File: config.mk
export PLATFORM = sky130hd
export DESIGN_NAME = adc_capture_buffer
export DESIGN_NICKNAME = d
export VERILOG_FILES = /design/src/rtl/adc_capture_buffer.sv
export SDC_FILE = /design/constraint.sdc
export NUM_CORES = 2
export LEC_CHECK = 0
export ABC_AREA = 1
export BUFFER_PORTS_ARGS = -buffer_cell sky130_fd_sc_hd__buf_2
export CORE_UTILIZATION = 55
export CTS_CLUSTER_SIZE = 40
export DETAILED_ROUTE_END_ITERATION = 10
export GPL_ROUTABILITY_DRIVEN = 0
export PLACE_DENSITY = 0.7
export SKIP_CTS_REPAIR_TIMING = 1
export SYNTH_ARGS = -nofsm -noshare
export SYNTH_HDL_FRONTEND = slang
export SYNTH_SLANG_ARGS = --single-unit
File: constraint.sdc
create_clock -name clk -period 6.1 [get_ports clk]
set_input_delay 1.22 -clock clk [delete_from_list [all_inputs] [get_ports clk]]
set_output_delay 1.22 -clock clk [all_outputs]
set_load 0.01 [all_outputs]
File: src/rtl/adc_capture_buffer.sv
// Triggered capture buffer: keeps PRE_TRIG samples of history, freezes a DEPTH window around a rising level crossing, then plays it out.
// Latency: first rd_valid two cycles after entering READ (RAM read + output register), then one sample per cycle.
// Backpressure: rd_valid/rd_ready stream; rd_data/rd_last hold while stalled. Optional ADC_CAPTURE_FORCE_TRIG_EN enables force_trig.
module adc_capture_buffer #(
    parameter int ADC_BITLEN = 16,
    parameter int DEPTH      = 256,
    parameter int PRE_TRIG   = 64
) (
    input  logic                         clk,
    input  logic                         rst,
    input  logic signed [ADC_BITLEN-1:0] adc_sample,
    input  logic                         adc_valid,
    input  logic                         arm,
    input  logic                         abort,
    input  logic                         force_trig,
    input  logic signed [ADC_BITLEN-1:0] trig_level,
    output logic        [ADC_BITLEN-1:0] rd_data,
    output logic                         rd_valid,
    input  logic                         rd_ready,
    output logic                         rd_last,
    output logic        [2:0]            state,
    output logic                         done
);

    localparam int AW = $clog2(DEPTH);
    localparam int CW = AW + 1;

    localparam logic [CW-1:0] C_ONE      = CW'(1);
    localparam logic [CW-1:0] C_PRE_LAST = CW'(PRE_TRIG - 1);
    localparam logic [CW-1:0] C_POST_LAST = CW'(DEPTH - PRE_TRIG - 1);
    localparam logic [CW-1:0] C_DEPTH    = CW'(DEPTH);
    localparam logic [CW-1:0] C_RD_LAST  = CW'(DEPTH - 1);
    localparam logic [AW-1:0] A_ONE      = AW'(1);
    localparam logic [AW-1:0] A_PRE_OFS  = AW'(PRE_TRIG);
    // With PRE_TRIG = DEPTH-1 the trigger sample alone completes the window
    localparam bit            POST_ONE   = (DEPTH - PRE_TRIG) == 1;

    typedef enum logic [2:0] {
        S_IDLE = 3'd0,
        S_PRE  = 3'd1,
        S_WAIT = 3'd2,
        S_POST = 3'd3,
        S_READ = 3'd4
    } state_t;

    state_t                        r_state;
    state_t                        w_next;

    logic [AW-1:0]                 r_wr_ptr;
    logic [CW-1:0]                 r_cnt;
    logic signed [ADC_BITLEN-1:0]  r_prev;
    logic                          r_prev_vld;
    logic [AW-1:0]                 r_trig_addr;

    logic [ADC_BITLEN-1:0]         r_mem [DEPTH];
    logic [ADC_BITLEN-1:0]         r_ram_q;
    logic                          r_ram_vld;
    logic                          r_ram_last;
    logic [AW-1:0]                 r_rd_addr;
    logic [CW-1:0]                 r_issue_cnt;

    logic [ADC_BITLEN-1:0]         r_rd_data;
    logic                          r_rd_valid;
    logic                          r_rd_last;
    logic                          r_done;

    logic                          w_capturing;
    logic                          w_wr_en;
    logic                          w_start;
    logic                          w_lvl_trig;
    logic                          w_force;
    logic                          w_trig;
    logic                          w_xfer;
    logic                          w_out_free;
    logic                          w_ram_adv;
    logic                          w_ram_free;
    logic                          w_rd_en;
    logic                          w_enter_read;
    logic [AW-1:0]                 w_trig_addr;
    logic [AW-1:0]                 w_rd_start;

    assign w_capturing = (r_state == S_PRE) || (r_state == S_WAIT) || (r_state == S_POST);
    assign w_wr_en     = adc_valid && w_capturing && !abort;
    assign w_start     = (r_state == S_IDLE) && arm && !abort;
    assign w_lvl_trig  = r_prev_vld && (r_prev < trig_level) && (adc_sample >= trig_level);
    assign w_trig      = w_lvl_trig || w_force;

`ifdef ADC_CAPTURE_FORCE_TRIG_EN
    logic r_force_pend;

    // A manual trigger request in WAIT is remembered until the next sample fires it
    always_ff @(posedge clk or posedge rst) begin
        if (rst) begin
            r_force_pend <= 1'b0;
        end else if ((r_state != S_WAIT) || (w_next != S_WAIT)) begin
            r_force_pend <= 1'b0;
        end else if (force_trig) begin
            r_force_pend <= 1'b1;
        end
    end

    assign w_force = (r_state == S_WAIT) && (force_trig || r_force_pend);
`else
    logic w_unused_force;
    assign w_unused_force = force_trig;
    assign w_force        = 1'b0;
`endif

    // Read pipeline: RAM stage feeds the output register whenever it is empty or draining
    assign w_xfer       = r_rd_valid && rd_ready;
    assign w_out_free   = !r_rd_valid || rd_ready;
    assign w_ram_adv    = r_ram_vld && w_out_free;
    assign w_ram_free   = !r_ram_vld || w_out_free;
    assign w_rd_en      = (r_state == S_READ) && !abort && (r_issue_cnt != C_DEPTH) && w_ram_free;
    assign w_enter_read = (w_next == S_READ) && (r_state != S_READ);
    // When the trigger itself completes the window, its address is not yet latched
    assign w_trig_addr  = (r_state == S_WAIT) ? r_wr_ptr : r_trig_addr;
    assign w_rd_start   = w_trig_addr - A_PRE_OFS;

    // State register
    always_ff @(posedge clk or posedge rst) begin
        if (rst) begin
            r_state <= S_IDLE;
        end else begin
            r_state <= w_next;
        end
    end

    // Next-state logic; abort overrides every transition
    always_comb begin
        w_next = r_state;
        case (r_state)
            S_IDLE: if (arm) w_next = S_PRE;
            S_PRE:  if (w_wr_en && (r_cnt == C_PRE_LAST)) w_next = S_WAIT;
            S_WAIT: if (w_wr_en && w_trig) w_next = POST_ONE ? S_READ : S_POST;
            S_POST: if (w_wr_en && (r_cnt == C_POST_LAST)) w_next = S_READ;
            S_READ: if (w_xfer && r_rd_last) w_next = S_IDLE;
            default: w_next = S_IDLE;
        endcase
        if (abort) begin
            w_next = S_IDLE;
        end
    end

    // Capture side: write pointer, sample counts, previous sample and trigger address
    always_ff @(posedge clk or posedge rst) begin
        if (rst) begin
            r_wr_ptr    <= '0;
            r_cnt       <= '0;
            r_prev      <= '0;
            r_prev_vld  <= 1'b0;
            r_trig_addr <= '0;
        end else if (w_start) begin
            r_wr_ptr   <= '0;
            r_cnt      <= '0;
            r_prev_vld <= 1'b0;
        end else if (w_wr_en) begin
            r_wr_ptr   <= r_wr_ptr + A_ONE;
            r_prev     <= adc_sample;
            r_prev_vld <= 1'b1;
            case (r_state)
                S_PRE:  r_cnt <= (r_cnt == C_PRE_LAST) ? '0 : r_cnt + C_ONE;
                S_WAIT: begin
                    if (w_trig) begin
                        r_cnt       <= C_ONE;
                        r_trig_addr <= r_wr_ptr;
                    end
                end
                S_POST: r_cnt <= r_cnt + C_ONE;
                default: r_cnt <= r_cnt;
            endcase
        end
    end

    // Window RAM: capture writes, playback reads with a registered output
    always_ff @(posedge clk) begin
        if (w_wr_en) begin
            r_mem[r_wr_ptr] <= adc_sample;
        end
        if (w_rd_en) begin
            r_ram_q <= r_mem[r_rd_addr];
        end
    end

    // Playback side: read address/issue count, RAM-stage valid and the output stream register
    always_ff @(posedge clk or posedge rst) begin
        if (rst) begin
            r_rd_addr   <= '0;
            r_issue_cnt <= '0;
            r_ram_vld   <= 1'b0;
            r_ram_last  <= 1'b0;
            r_rd_valid  <= 1'b0;
            r_rd_data   <= '0;
            r_rd_last   <= 1'b0;
            r_done      <= 1'b0;
        end else begin
            r_done <= w_xfer && r_rd_last && !abort;
            if (abort) begin
                r_ram_vld  <= 1'b0;
                r_rd_valid <= 1'b0;
                r_rd_last  <= 1'b0;
            end else begin
                if (w_enter_read) begin
                    r_rd_addr   <= w_rd_start;
                    r_issue_cnt <= '0;
                end else if (w_rd_en) begin
                    r_rd_addr   <= r_rd_addr + A_ONE;
                    r_issue_cnt <= r_issue_cnt + C_ONE;
                end
                if (w_rd_en) begin
                    r_ram_vld  <= 1'b1;
                    r_ram_last <= (r_issue_cnt == C_RD_LAST);
                end else if (w_ram_adv) begin
                    r_ram_vld <= 1'b0;
                end
                if (w_ram_adv) begin
                    r_rd_valid <= 1'b1;
                    r_rd_data  <= r_ram_q;
                    r_rd_last  <= r_ram_last;
                end else if (w_xfer) begin
                    r_rd_valid <= 1'b0;
                    r_rd_last  <= 1'b0;
                end
            end
        end
    end

    assign state    = r_state;
    assign rd_data  = r_rd_data;
    assign rd_valid = r_rd_valid;
    assign rd_last  = r_rd_last;
    assign done     = r_done;

endmodule

==> qor.yml <==
status:
  status: "finished clean"
routing:
  wl_met2_um: 217300
  routed_wirelength_um: 478500
  ant_nets: 0
  wl_met1_um: 175400
  drc_errors: 0
  wl_per_cell_um: 28.17
  dr.pass1.iters: 7
  wl_met3_um: 56830
  vias: 109480
  via_per_inst: 6.445
  initialDrtViolationCount: 16853
  maxUsedRoutingLayer: "met5"
timing:
  period_minus_slack_ps: 4573
  worst_pin_slew_ps: 1218
  rsz0062_at_grt: "no"
  final_max_slew_viol_count: 0
  whs_ps: 223.9
  setup_viol: 0
  hold_viol: 0
  clock.fmax_ghz: 0.2187
  setup_ws_ps: 1527
  setup_tns_ps: 0
  relSlewSlack_pct: 18.59
  skew_ps: 77.06
  period_share_pct: 74.97
logic_synthesis:
  syn_area_sq_um: 165900
  synth_fa_ha_area_share_pct: 0.3016
  ys_warn_count: 0
  ys_seq_elements: 4195
  syn_avg_cell_area_sq_um: 13.13
  synth_nets: 12711
  synth-compound-area-share_pct: 11.76
  synthCells: 12632
  yosysSeqAreaShare_pct: 75.67
  muxShareOfSynthArea_pct: 0.1086
  synth-simple-area-share_pct: 9.349
  synth_top_family_by_area: "compound AO/OA/AOI/OAI gates"
  yosys.area_share.xor_xnor_pct: 0.05279
  yosysUniqueCellTypes: 41
cells_and_area:
  final_util_pct: 61.46
  final_cell_mix: "edfxtp_1, nor2_1, o21ai_0, nand2_1, nand3_1"
  syn_to_final_growth_pct: 11.13
  nets: 12752
  drive_gt1_share_pct: 8.731
  layout_commonest_cell: "edfxtp_1"
  fin_area_sq_um: 184400
clock_network:
  cts_htree_levels: 5
  clk_path_buf_depth: 4
  path_clk_slew_ps: 60
  clock_sinks: 4195
  cts_tree: "yes"
  cts_root_buf: "clkbuf_16"
  cts_buffers: 410
  insertion_delay_ps: 980
global_routing:
  track_usage_pct: 31.01
  grt_overflow: 0
  grt_max_degree: 198
  antenna_found_initial: 24
  grt_pass1_vias: 102674
  grt_pass1_wl_um: 688200
floorplanning:
  row_count: 201
  coreArea_sq_um: 300000
  start_util_pct: 55.30
  pin_count: 61
  die_w_um: 551.2
  die_area_sq_um: 303900
  die_h_um: 551.2
placed_design:
  hpwl_um: 268000
  port_buffers: 59
  placedInstanceArea_sq_um: 171500
  pre_cts_slack_ps: 1537
power:
  power_density_nw_per_um2: 308.6
  leakage_uw: 0.05958
  peakVddDrop_mv: 0.2991
critical_path:
  cp_data_arrival_time_ps: 5290
  cp-start-kind: "flip-flop"
  critical-path-top-delay-family: "simple AND/OR/NAND/NOR gates"
  slowest_stage: "dfrtp_4"
  ff2ff_path_depth: 10
  cp.depth: 10
  crit_path_frequent_cell: "nand3_1"
  cp_cell_sequence: "inv_8 > buf_12 > o21ai_0 > o21ai_1 > o211ai_1 > nand3_1 > nand3_1 > nand3_1 > nand3_1 > nand2_1"
  cp-end-kind: "flip-flop"
  critPathMaxFanout: 150
  critPathKind: "reg -> reg"
  critical_path.max_stage_delay_ps: 1020
  required_ps: 6820
  crit_buf_inv: 2
worst_hold_path:
  timing.hold.worst.class: "in -> async"
flow_run:
  maxCapViolCount: 0
[metal layers]
layer	vias up	global-route usage (%)
li1	46938	-
met2	7250	47.04
met1	54057	42.08
met5	-	0
met3	1223	6.768
met4	12	17.01
[stage by stage]
| stage | power (uW) | cells |
|---|---|---|
| global route | 58150 | 16972 |
| global placement | 33080 | 16219 |
| detailed placement | 33130 | 16219 |
| CTS | 57030 | 16969 |
| finish | 56900 | 16986 |
| floorplan | 32440 | 12632 |
[final cells by class]
class,instances,area (sq um)
antenna,17,42.54
sequential,4195,125600
multi-input combinational,7408,35890
tap,3958,4952
timing repair buffer,525,4504
clock inverter,234,2031
inverter,133,546.8
clock buffer,516,10850
fill,21774,115600
[worst paths after layout]
check | slack (ps) | from | to
max | 1530 | r_rd_addr[0]$_DFFE_PP0P_ | r_ram_q[15]$_DFFE_PP_
min | 220 | rst | state[0]$_DFF_PP0_
max reg2reg | 1530 | r_rd_addr[0]$_DFFE_PP0P_ | r_ram_q[15]$_DFFE_PP_
min reg2reg | 480 | r_ram_q[2]$_DFFE_PP_ | rd_data[2]$_DFFE_PP0P_
max in group asynchronous | 4520 | rst | r_rd_addr[1]$_DFFE_PP0P_
min in group clk | 480 | r_ram_q[2]$_DFFE_PP_ | rd_data[2]$_DFFE_PP0P_
[synthesized netlist by cell type (all sizes together)]
| cell | count | area share (%) |
|---|---|---|
| a2111oi | 1 | 0.0053 |
| a21oi | 246 | 0.74 |
| a22oi | 164 | 0.74 |
| a31oi | 2 | 0.0075 |
| buf | 384 | 1.3 |
| clkbuf | 512 | 1.2 |
| clkinv | 3 | 0.0068 |
| dfrtp | 83 | 1.3 |
| edfxtp | 4112 | 74 |
| ha | 40 | 0.30 |
| inv | 130 | 0.29 |
| mux2 | 16 | 0.11 |
| nand2 | 728 | 1.6 |
| nand2b | 1 | 0.0038 |
| nand3 | 601 | 1.8 |
| nand3b | 4 | 0.018 |
| nand4 | 14 | 0.057 |
| nor2 | 2551 | 5.8 |
| nor3 | 7 | 0.021 |
| nor4 | 1 | 0.0075 |
| o211a | 1 | 0.0060 |
| o211ai | 396 | 1.8 |
| o21a | 1 | 0.0045 |
| o21ai | 2141 | 6.5 |
| o21bai | 3 | 0.014 |
| o221ai | 116 | 0.61 |
| o22ai | 360 | 1.4 |
| o31ai | 2 | 0.0090 |
| or2 | 2 | 0.0075 |
| xnor2 | 2 | 0.011 |
| xor2 | 8 | 0.042 |
[power breakdown]
group / switching, uW / internal (uW) / total (uW)
sequential: 31.5 / 31700 / 31700
clock: 10800 / 13600 / 24400
combinational: 707 / 117 / 824
[state kept, by name, summed over array words and instances (netlist names)]
name         count
done             1
r_cnt            9
r_issue_cnt      9
r_mem         4096
r_prev          16
r_prev_vld       1
r_ram_last       1
r_ram_q         16
r_ram_vld        1
r_rd_addr        8
r_trig_addr      8
r_wr_ptr         8
rd_data         16
rd_last          1
rd_valid         1
state            3
[logic make-up (layout without fill, tap and decap cells)]
logic type | Yosys count | after routing
AOI/OAI and AO/OA | 3433 | 3433
adders and majority gates | 40 | 40
DFF | 4195 | 4195
xor gates and xnor gates | 10 | 10
other | 0 | 17
and+or+nand+nor | 3909 | 3909
buffers and inverters | 1029 | 1408
muxes | 16 | 16
[worst reg2reg max path, delay by kind of cell (launching register included)]
| family | cells | cell delay, ps |
|---|---|---|
| compound gates | 3 | 1140 |
| simple gates | 5 | 1130 |
| buf+inv | 2 | 1050 |
| flops | 1 | 1020 |
(Power assumes the default switching activity.)
